[src/rtl/mips_pkg.sv]
// -----------------------------------------------------------------------------
// mips_pkg
// Shared definitions for the 5-stage MIPS pipeline control blocks.
//   - Opcode constants used by decode and by anything that models instructions.
//   - Forwarding mux select encodings (FWD_REG / FWD_MEM / FWD_WB).
//   - trk_entry_t: one in-flight destination record {v, rd, ld}.
//   - make_entry(): builds a record, forcing v=0 for writes to $0.
// No ports (package).
// -----------------------------------------------------------------------------
package mips_pkg;

  // MIPS has 32 architectural registers; tracker records are sized to match.
  localparam int MIPS_REG_AW = 5;

  localparam logic [5:0] OP_RTYPE = 6'b000000;
  localparam logic [5:0] OP_J     = 6'b000010;
  localparam logic [5:0] OP_JAL   = 6'b000011;
  localparam logic [5:0] OP_BEQ   = 6'b000100;
  localparam logic [5:0] OP_BNE   = 6'b000101;
  localparam logic [5:0] OP_ADDI  = 6'b001000;
  localparam logic [5:0] OP_LW    = 6'b100011;
  localparam logic [5:0] OP_SW    = 6'b101011;

  localparam logic [1:0] FWD_REG = 2'd0;
  localparam logic [1:0] FWD_MEM = 2'd1;
  localparam logic [1:0] FWD_WB  = 2'd2;

  typedef struct packed {
    logic                   v;
    logic [MIPS_REG_AW-1:0] rd;
    logic                   ld;
  } trk_entry_t;

  // $0 is hard-wired to zero, so a write to it can never be a hazard source.
  // Killing it here keeps every comparator downstream free of an rd!=0 term.
  function automatic trk_entry_t make_entry(input logic                   v,
                                            input logic [MIPS_REG_AW-1:0] rd,
                                            input logic                   ld);
    trk_entry_t e;
    e.v  = v & (rd != '0);
    e.rd = rd;
    e.ld = ld & e.v;
    return e;
  endfunction

endpackage

[src/rtl/dst_tracker.sv]
// -----------------------------------------------------------------------------
// dst_tracker
// Three-deep shift register of destination records for the instructions
// currently in EX, MEM and WB. Every cycle WB<=MEM, MEM<=EX and EX takes the
// instruction leaving ID, or an empty slot when a bubble/flush is inserted.
// Ports:
//   clk, rst      clock, synchronous active-high reset (clears all entries)
//   in_v          ID instruction is real and writes a register
//   in_rd         ID destination register
//   in_ld         ID instruction is a load
//   insert        a bubble enters ID/EX this cycle (stall or redirect)
//   ex, mem, wb   registered tracker entries
// -----------------------------------------------------------------------------
module dst_tracker
  import mips_pkg::*;
(
  input  logic                   clk,
  input  logic                   rst,
  input  logic                   in_v,
  input  logic [MIPS_REG_AW-1:0] in_rd,
  input  logic                   in_ld,
  input  logic                   insert,
  output trk_entry_t             ex,
  output trk_entry_t             mem,
  output trk_entry_t             wb
);

  always_ff @(posedge clk) begin
    if (rst) begin
      ex  <= '0;
      mem <= '0;
      wb  <= '0;
    end else begin
      ex  <= make_entry(in_v & ~insert, in_rd, in_ld);
      mem <= ex;
      wb  <= mem;
    end
  end

endmodule

[src/rtl/hazard_stall_ctrl.sv]
// -----------------------------------------------------------------------------
// hazard_stall_ctrl
// Pipeline interlock controller for the 5-stage MIPS (IF/ID/EX/MEM/WB).
// Compares the ID-stage source reads against the destinations in flight in
// EX/MEM/WB, stalls IF/ID and inserts bubbles into ID/EX, and flushes IF/ID on
// a taken branch or jump resolved in EX.
//
// Build option: define FORWARDING_EN to enable the forwarding network. Then only
// load-use hazards stall (one cycle) and fwd_a/fwd_b select MEM/WB sources.
// Without it, every RAW hazard on an EX or MEM writer stalls and the forward
// selects are tied to FWD_REG. A WB writer never stalls: the register file
// writes in the first half-cycle and reads in the second.
//
// id_valid qualifies every ID-side input: when it is low the remaining id_*
// inputs are ignored and the ID slot neither matches nor enters the tracker.
// There is no backpressure handshake; all outputs are combinational from the
// registered tracker plus ID inputs, so a hazard stalls in the same cycle.
//
// Ports:
//   clk, rst        clock, synchronous active-high reset
//   id_valid        ID holds a real instruction
//   id_rs, id_rt    ID source registers
//   id_re1, id_re2  ID instruction reads rs / rt
//   id_we, id_rd    ID instruction writes register id_rd
//   id_is_load      ID instruction is a load
//   ex_redirect     branch taken / jump resolved in EX (wins over stall)
//   pc_we, ifid_we  PC and IF/ID write enables
//   ifid_flush      clear IF/ID to NOP
//   idex_bubble     load NOP into ID/EX
//   fwd_a, fwd_b    rs / rt forward select (FWD_REG, FWD_MEM, FWD_WB)
//   stall_cnt       saturating count of stall cycles not overridden by redirect
// REG_AW must equal mips_pkg::MIPS_REG_AW (tracker records are 32-register).
// -----------------------------------------------------------------------------
module hazard_stall_ctrl
  import mips_pkg::*;
#(
  parameter int REG_AW = 5,
  parameter int CNT_W  = 16
) (
  input  logic              clk,
  input  logic              rst,
  input  logic              id_valid,
  input  logic [REG_AW-1:0] id_rs,
  input  logic [REG_AW-1:0] id_rt,
  input  logic              id_re1,
  input  logic              id_re2,
  input  logic              id_we,
  input  logic [REG_AW-1:0] id_rd,
  input  logic              id_is_load,
  input  logic              ex_redirect,
  output logic              pc_we,
  output logic              ifid_we,
  output logic              ifid_flush,
  output logic              idex_bubble,
  output logic [1:0]        fwd_a,
  output logic [1:0]        fwd_b,
  output logic [CNT_W-1:0]  stall_cnt
);

  trk_entry_t ex;
  trk_entry_t mem;
  trk_entry_t wb;

  logic match_ex;
  logic match_mem;
  logic stall;
  logic count_en;

  dst_tracker u_tracker (
    .clk    (clk),
    .rst    (rst),
    .in_v   (id_valid & id_we),
    .in_rd  (id_rd),
    .in_ld  (id_is_load),
    .insert (idex_bubble),
    .ex     (ex),
    .mem    (mem),
    .wb     (wb)
  );

  // Entry e holds a value the ID instruction actually reads. Entries for $0
  // are stored invalid, so no explicit rd!=0 check is needed here.
  function automatic logic reads_entry(input trk_entry_t        e,
                                       input logic              re1,
                                       input logic              re2,
                                       input logic [REG_AW-1:0] rs,
                                       input logic [REG_AW-1:0] rt);
    return e.v & ((re1 & (rs == e.rd)) | (re2 & (rt == e.rd)));
  endfunction

`ifdef FORWARDING_EN
  // MEM holds the younger result, so it wins when MEM and WB write the same rd.
  function automatic logic [1:0] fwd_sel(input trk_entry_t        m,
                                         input trk_entry_t        w,
                                         input logic [REG_AW-1:0] src);
    if (m.v && (m.rd == src)) return FWD_MEM;
    if (w.v && (w.rd == src)) return FWD_WB;
    return FWD_REG;
  endfunction
`endif

  always_comb begin
    match_ex    = id_valid & reads_entry(ex,  id_re1, id_re2, id_rs, id_rt);
    match_mem   = id_valid & reads_entry(mem, id_re1, id_re2, id_rs, id_rt);
`ifdef FORWARDING_EN
    stall       = match_ex & ex.ld;
    fwd_a       = fwd_sel(mem, wb, id_rs);
    fwd_b       = fwd_sel(mem, wb, id_rt);
`else
    stall       = match_ex | match_mem;
    fwd_a       = FWD_REG;
    fwd_b       = FWD_REG;
`endif
    pc_we       = 1'b1;
    ifid_we     = 1'b1;
    ifid_flush  = 1'b0;
    idex_bubble = 1'b0;
    if (ex_redirect) begin
      // The stalled ID instruction is on the wrong path anyway: flush it and
      // let the fetch of the redirect target proceed.
      ifid_flush  = 1'b1;
      idex_bubble = 1'b1;
    end else if (stall) begin
      pc_we       = 1'b0;
      ifid_we     = 1'b0;
      idex_bubble = 1'b1;
    end
    count_en    = stall & ~ex_redirect;
  end

  always_ff @(posedge clk) begin
    if (rst) begin
      stall_cnt <= '0;
    end else if (count_en && (stall_cnt != '1)) begin
      stall_cnt <= stall_cnt + 1'b1;
    end
  end

  // Tracker fields that this build does not consult.
  logic unused_sink;
  assign unused_sink = ^{mem.ld, wb};

endmodule

[config.mk]
export PLATFORM = sky130hd
export DESIGN_NAME = hazard_stall_ctrl
export DESIGN_NICKNAME = d
export VERILOG_FILES = /design/src/rtl/mips_pkg.sv /design/src/rtl/dst_tracker.sv /design/src/rtl/hazard_stall_ctrl.sv
export SDC_FILE = /design/constraint.sdc
export NUM_CORES = 1
export LEC_CHECK = 0
export CORE_MARGIN = 2
export CORE_UTILIZATION = 52
export DETAILED_ROUTE_END_ITERATION = 8
export PLACE_DENSITY = 0.85
export SETUP_SLACK_MARGIN = 0.15
export SLEW_MARGIN = 20
export SYNTH_ARGS = -nofsm -noshare
export SYNTH_HDL_FRONTEND = slang
export SYNTH_HIERARCHICAL = 1
export SYNTH_SLANG_ARGS = --single-unit
[constraint.sdc]
create_clock -name clk -period 4.7 [get_ports clk]
set_clock_uncertainty 0.1 [all_clocks]
set_input_delay 0.94 -clock clk [delete_from_list [all_inputs] [get_ports clk]]
set_output_delay 0.94 -clock clk [all_outputs]
set_load 0.05 [all_outputs]
# ---- Word level (Yosys, flattened, before mapping)
# Cells that the tools add are included.
dict set report classes {
  mux 5
  add_sub_neg 1
  n_bitwise 17
  reduce_logical 2
  eq_ne 5
}
# operator count
set op_table {}
lappend op_table {{5-bit equality test} 4}
lappend op_table {{16-bit by 1-bit adder with 16-bit output (second input constant)} 1}
lappend op_table {{16-bit != test (second input constant)} 1}
lappend op_table {{1-bit bitwise AND} 12}
lappend op_table {{1-bit two-way mux} 5}
lappend op_table {{5-bit nonzero test} 1}
lappend op_table {{1-bit OR} 3}
lappend op_table {{1-bit inverter} 2}
lappend op_table {{1-bit logical AND} 1}
dict set report word_totals {
  regBits 28
  input_bits 23
  word_cells 35
}

# ---- Logic depth before layout (Yosys ltp)
# Gate-level depths: netlist of the first run.
dict set report logic_depth {
  depth_word 11
  ltp_mapped 10
}

# ---- By module
# Netlist of the first run, hierarchy kept.
# mod instances area_per_inst_um2 cells_per_inst
set by_module_without_submodules {}
lappend by_module_without_submodules {hazard_stall_ctrl 1 1194.9 146}
lappend by_module_without_submodules {dst_tracker 1 591.8 47}

# ---- Least setup slack after synthesis of the first run
# OpenSTA, ideal clock, no wires.
dict set report synth_timing {
  path_kind {input-to-output}
  start {input id_rt[4]}
  end {output idex_bubble}
  arrival_ns 2.942
  stages 8
  path_slack_ns 0.718
  cell_sequence {xor2_1 nor4_1 nand4_1 and4_1 clkbuf_1 buf_2 clkbuf_1 o21bai_1}
}
dict set report synth_via {
  elab_chain_cells 8
}
# item line
set synth_rtl {}
lappend synth_rtl {{start, declared} hazard_stall_ctrl.sv:44} ;# input logic [REG_AW-1:0] id_rt,
lappend synth_rtl {{5-bit equality test} hazard_stall_ctrl.sv:88} ;# return e.v & ((re1 & (rs == e.rd)) | (re2 & (rt == e.rd)));
lappend synth_rtl {{1-bit bitwise AND} hazard_stall_ctrl.sv:88}
lappend synth_rtl {{1-bit OR} hazard_stall_ctrl.sv:88}
lappend synth_rtl {{1-bit bitwise AND} hazard_stall_ctrl.sv:88}
lappend synth_rtl {{1-bit bitwise AND (on tied branches)} {hazard_stall_ctrl.sv:103, hazard_stall_ctrl.sv:104}}
lappend synth_rtl {{1-bit OR *} hazard_stall_ctrl.sv:110} ;# stall = match_ex | match_mem;
lappend synth_rtl {{1-bit two-way mux *} hazard_stall_ctrl.sv:123} ;# end else if (stall) begin
lappend synth_rtl {{1-bit two-way mux *} hazard_stall_ctrl.sv:118} ;# if (ex_redirect) begin
lappend synth_rtl {{end, declared} hazard_stall_ctrl.sv:54} ;# output logic idex_bubble,
# Mark *: on every way between the ends. The rest lies on a longest branch, timed or not.

# ---- Worst setup path in the final report of the first run
dict set report layout_timing {
  start {input id_rt[4]}
  end {output pc_we}
}
dict set report layout_via {
  elab_chain_cells 8
}
# item line
set layout_rtl {}
lappend layout_rtl {{5-bit equality test} hazard_stall_ctrl.sv:88}
lappend layout_rtl {{1-bit bitwise AND} hazard_stall_ctrl.sv:88}
lappend layout_rtl {{1-bit OR} hazard_stall_ctrl.sv:88}
lappend layout_rtl {{1-bit bitwise AND} hazard_stall_ctrl.sv:88}
lappend layout_rtl {{1-bit bitwise AND (on tied branches)} {hazard_stall_ctrl.sv:103, hazard_stall_ctrl.sv:104}}
lappend layout_rtl {{1-bit OR *} hazard_stall_ctrl.sv:110}
lappend layout_rtl {{1-bit two-way mux *} hazard_stall_ctrl.sv:123}
lappend layout_rtl {{1-bit two-way mux *} hazard_stall_ctrl.sv:118}
lappend layout_rtl {{end, declared} hazard_stall_ctrl.sv:51} ;# output logic pc_we,
# Marks and branches as above.

==> impl_metrics.yaml, run 1 <==
run_status:
  outcome: "completed"
placement:
  post-dp-hpwl_um: 2710
  place_congestion: 0.930
  portBuffers: 41
  postPlaceCellArea_sq_mm: 0.00193
yosys:
  ys.warnings.count: 6
  synth_cells: 174
  synthesis.area_sq_mm: 0.00154
  syn_avg_cell_area_sq_um: 8.84
critical_path:
  crit_path_max_incr_delay_ns: 0.71
  crit_type: "in2out"
  regToRegSetupSlack_ns: 2.26
  reg2regPathDepth: 7
  cp_num_buf_inv: 2
  path_cells: "clkdlybuf4s50_1 -> xor2_1 -> nor4_1 -> nand4_1 -> and4_1 -> or2_2 -> clkdlybuf4s50_1"
  worst_path_most_repeated_cell: "clkdlybuf4s50_1"
  crit_arrival_ns: 3.22
  endpoint_kind: "primary output"
  cp_top_family: "buffers and inverters"
  crit_fanout: 2
  critPathLaunchType: "input pin"
  crit_required_ns: 3.66
  critical-path-slowest-cell: "clkdlybuf4s50_1"
  cp_num_cells: 7
cells_and_area:
  antenna_cells: 0
  layout_commonest_cell: "clkdlybuf4s50_1"
  final_cell_area_sq_mm: 0.00197
  final_cell_mix: "clkdlybuf4s50_1, dfxtp_1, xor2_1, nor2b_1, or4_1"
  nFillCells: 230
  nets: 234
  syn_to_final_growth_pct: 28.3
  drive_gt1_share_pct: 8.61
global_routing:
  grt-ovfl-total: 0
  antenna_found_initial: 0
  grt_first_pass_wirelength_um: 5570
  grt_max_degree: 35
  grt.total_usage_pct: 20.7
  grt_pass1_vias: 1337
floorplan:
  coreArea_sq_mm: 0.00278
  die_x_um: 58.4
  start_util_pct: 55.3
  fp.dieH_um: 58.4
  num_rows: 19
  io_pins: 47
  dieArea_sq_mm: 0.00341
clock_network:
  cts_hold_buf: 0
  cts.sinks: 28
  cts_tree: "yes"
  numCtsBuffers: 3
  clockBufferDepth: 2
  post-cts-setup-buffers: 0
  clk_pin_slew_worst_paths_ns: 0.15
  root_buffer: "clkbuf_4"
  cts-resized-gates: 0
  htree_levels: 1
  clock_latency_ns: 0.32
power:
  seqPwrFrac_pct: 53.3
  power.density_mw_per_mm2: 234
  p_sw_w: 0.000106
  clkPwrFrac_pct: 33.9
  vdd_drop_max_mv: 0.219
  combinationalPowerShare_pct: 12.8
  intPower_w: 0.000356
  swShare_pct: 22.8
  p_leak_nw: 0.702
hold_path:
  hold_path_class: "reg2reg"
  hold_depth: 2
sta:
  worst_pin_slew_ns: 0.589
  fmax_mhz: 235
  fin_crit_sh_pct: 90.7
  fin_tns_setup_ns: 0
  setup_viol: 0
  finalCriticalPeriod_ns: 4.26
  final_hold_viol_count: 0
  drv_slew: 0
  rsz0062_at_grt: "false"
  relSlewSlack_pct: 60.7
drt:
  ant_nets: 0
  wl_per_cell_um: 15.0
  vias_per_cell: 5.88
  routed-via-count: 1411
  firstDrtPassIters: 4
  totalWireLength_um: 3610
  drt_iter0_drc: 50
  drc_errors: 0
job:
  cap_viol_max_count: 0
[worst paths after layout]
| check | startpoint | endpoint |
|---|---|---|
| setup / recovery | id_rt[4] | pc_we |
| hold / removal | stall_cnt[9] | stall_cnt[9] |
| setup reg to reg | stall_cnt[0] | stall_cnt[14] |
| hold reg to reg | stall_cnt[9] | stall_cnt[9] |
[power groups by stage]
| stage | clock network [W] | logic [W] | registers, W |
|---|---|---|---|
| 6_report | 0.000157 | 0.0000592 | 0.000246 |
| 5_1_grt | 0.000166 | 0.0000631 | 0.000247 |
| 4_1_cts | 0.000160 | 0.0000596 | 0.000246 |
| 3_5_place_dp | 0 | 0.0000592 | 0.000251 |
| 3_3_place_gp | 0 | 0.0000577 | 0.000251 |
| 2_1_floorplan | 0 | 0.0000353 | 0.000250 |
[final cells by class]
type	instances	area, sq um	area share [%]
Clock inverter	1	30.0	1.52
Multi-Input combinational cell	130	893	45.2
Timing Repair Buffer	42	410	20.8
Sequential cell	28	561	28.4
Tap cell	31	38.8	1.96
Inverter	5	18.8	0.951
Clock buffer	3	22.5	1.14
[state kept, by name, summed over array words and instances, names as in the netlist]
| register | flops |
|---|---|
| u_tracker/mem | 6 |
| u_tracker/ex | 6 |
| stall_cnt | 16 |
[worst register-to-register path, delay by kind of cell, from the launching register on]
family	cells	cell delay, ns
adder cells (fa/ha/maj)	1	0.19
buffers and inverters	1	0.05
AND/OR/NAND/NOR	4	1.47
flip-flops	1	0.42
AO/OA/AOI/OAI	1	0.15
[metrics by stage]
stage / util, % / instances / power (W) / setup slack, ns / hold slack [ns]
floorplan: - / 177 / 0.000286 / 0.751 / 0.361
global placement: 69.3 / 236 / 0.000309 / 0.482 / 0.377
detailed placement: 69.3 / 236 / 0.000311 / 0.443 / 0.389
CTS: 71.2 / 240 / 0.000465 / 0.442 / 0.408
global route: 71.0 / 240 / 0.000476 / 0.313 / 0.432
finish: 71.0 / 240 / 0.000462 / 0.437 / 0.410
[metal layers]
metal	routed length, um	global-route usage (%)
met5	0	0
met4	93	12.0
met3	169	1.98
met2	1800	36.4
met1	1550	24.4
Note: power is estimated with default switching activity, not from simulation.
==> run 2: changes to the inputs <==
--- a/config.mk
+++ b/config.mk
@@ -5,7 +5,6 @@
 export SDC_FILE = /design/constraint.sdc
 export NUM_CORES = 1
 export LEC_CHECK = 0
-export CORE_MARGIN = 2
 export CORE_UTILIZATION = 52
 export DETAILED_ROUTE_END_ITERATION = 8
 export PLACE_DENSITY = 0.85
==> run 2 against run 1 <==
Net effect:
- clock power is essentially flat
- fmax grew 0.26%
- sequential cell count is the same
- global-route usage grew 3.0 points
- setup slack gained 0.011 ns
- final cell count is the same
- non-clock buffer count is the same
- critical path type unchanged
- highest routed layer unchanged
==> impl_metrics.yaml, run 2 (synthesized netlist as in run 1, its figures left out) <==
floorplan:
  num_rows: 19
  dieArea_sq_mm: 0.00318
  fp.dieH_um: 56.4
  coreArea_sq_mm: 0.00278
  start_util_pct: 55.3
  die_x_um: 56.4
  io_pins: 47
critical_path:
  crit_arrival_ns: 3.21
  crit_type: "in2out"
  path_cells: "clkdlybuf4s50_1 -> xor2_1 -> nor4_1 -> nand4_1 -> and4_1 -> or2_2 -> clkdlybuf4s50_1"
  crit_required_ns: 3.66
  endpoint_kind: "primary output"
  critPathLaunchType: "input pin"
  crit_path_max_incr_delay_ns: 0.71
  critical-path-slowest-cell: "clkdlybuf4s50_1"
  crit_fanout: 2
  worst_path_most_repeated_cell: "clkdlybuf4s50_1"
drt:
  drc_errors: 0
  ant_nets: 0
  firstDrtPassIters: 4
  wl_per_cell_um: 14.4
  drt_iter0_drc: 28
  totalWireLength_um: 3460
  routed-via-count: 1392
  vias_per_cell: 5.80
clock_network:
  clockBufferDepth: 2
  htree_levels: 1
  root_buffer: "clkbuf_4"
  cts_tree: "yes"
  cts_hold_buf: 0
  cts-resized-gates: 0
  clock_latency_ns: 0.33
  numCtsBuffers: 3
  cts.sinks: 28
  clk_pin_slew_worst_paths_ns: 0.15
  post-cts-setup-buffers: 0
global_routing:
  grt_pass1_vias: 1324
  grt_first_pass_wirelength_um: 5910
  grt-ovfl-total: 0
  grt.total_usage_pct: 23.7
  antenna_found_initial: 0
  grt_max_degree: 35
hold_path:
  hold_path_class: "reg2reg"
sta:
  fin_crit_sh_pct: 90.5
  setup_viol: 0
  holdWs_ns: 0.405
  drv_slew: 0
  finalCriticalPeriod_ns: 4.25
  rsz0062_at_grt: "false"
  fin_tns_setup_ns: 0
  worst_pin_slew_ns: 0.583
  fmax_mhz: 235
  relSlewSlack_pct: 61.1
  final.setup.worst_slack_ns: 0.448
  final_hold_viol_count: 0
cells_and_area:
  final_util_pct: 71.0
  largest_register_ff_count: 16
  antenna_cells: 0
  drive_gt1_share_pct: 8.61
  largest-register: "stall_cnt"
  layout_commonest_cell: "clkdlybuf4s50_1"
  nFillCells: 235
  largest_registers: "stall_cnt x16, u_tracker/ex x6, u_tracker/mem x6"
  final_cell_mix: "clkdlybuf4s50_1, dfxtp_1, xor2_1, nor2b_1, or4_1"
  syn_to_final_growth_pct: 28.3
  final_cells: 240
  nets: 234
placement:
  place_congestion: 0.974
  pre_cts_ws_ns: 0.442
  portBuffers: 41
  dpl.cell_count: 236
  post-dp-hpwl_um: 2630
power:
  power.density_mw_per_mm2: 235
  p_leak_nw: 0.702
  vdd_drop_max_mv: 0.230
job:
  cap_viol_max_count: 0
run_status:
  outcome: "completed"
## run 2: cell counts in the layout (fill, tap and decap cells not counted)
No cell type changed its count.
## run 2: layout make-up
class	count	area (sq um)	area share [%]
clock buffer	3	22.5	1.14
clock inverter	1	30.0	1.52
inverter	5	18.8	0.951
multi-input combinational	130	893	45.2
sequential	28	561	28.4
tap	31	38.8	1.96
timing repair buffer	42	410	20.8
## run 2: through the flow
step	power, W	cell area [sq um]
after floorplan	0.000286	1550
after global placement	0.000309	1930
after detailed placement	0.000311	1930
after CTS	0.000470	1980
after global routing	0.000483	1970
final	0.000464	1970
## run 2: critical path: cells and delay by family
| family | cells | cell delay (ns) |
|---|---|---|
| buffers and inverters | 2 | 1.17 |
| xor gates and xnor gates | 1 | 0.19 |
| and+or+nand+nor | 4 | 0.92 |
## run 2: power by group
part	internal [W]	switching, W
Combinational	0.0000284	0.0000309
Clock	0.0000863	0.0000722
Sequential	0.000242	0.00000453
Total	0.000357	0.000108
## run 2: worst paths after layout
check | slack (ns) | from | to | cells after the start
worst max-delay path | 0.45 | id_rt[4] | pc_we | 7
worst min-delay path | 0.41 | stall_cnt[9] | stall_cnt[9] | 2
worst min register to register | 0.41 | stall_cnt[9] | stall_cnt[9] | 2
worst max register to register | 2.26 | stall_cnt[0] | stall_cnt[14] | 7
## run 2: metal layers
metal	global-route usage, %	up-vias	part of all wire, %
li1	-	684	-
met1	29.1	647	43
met2	38.6	48	49
met3	3.00	13	4.0
met4	16.0	0	4.4
met5	0	-	0
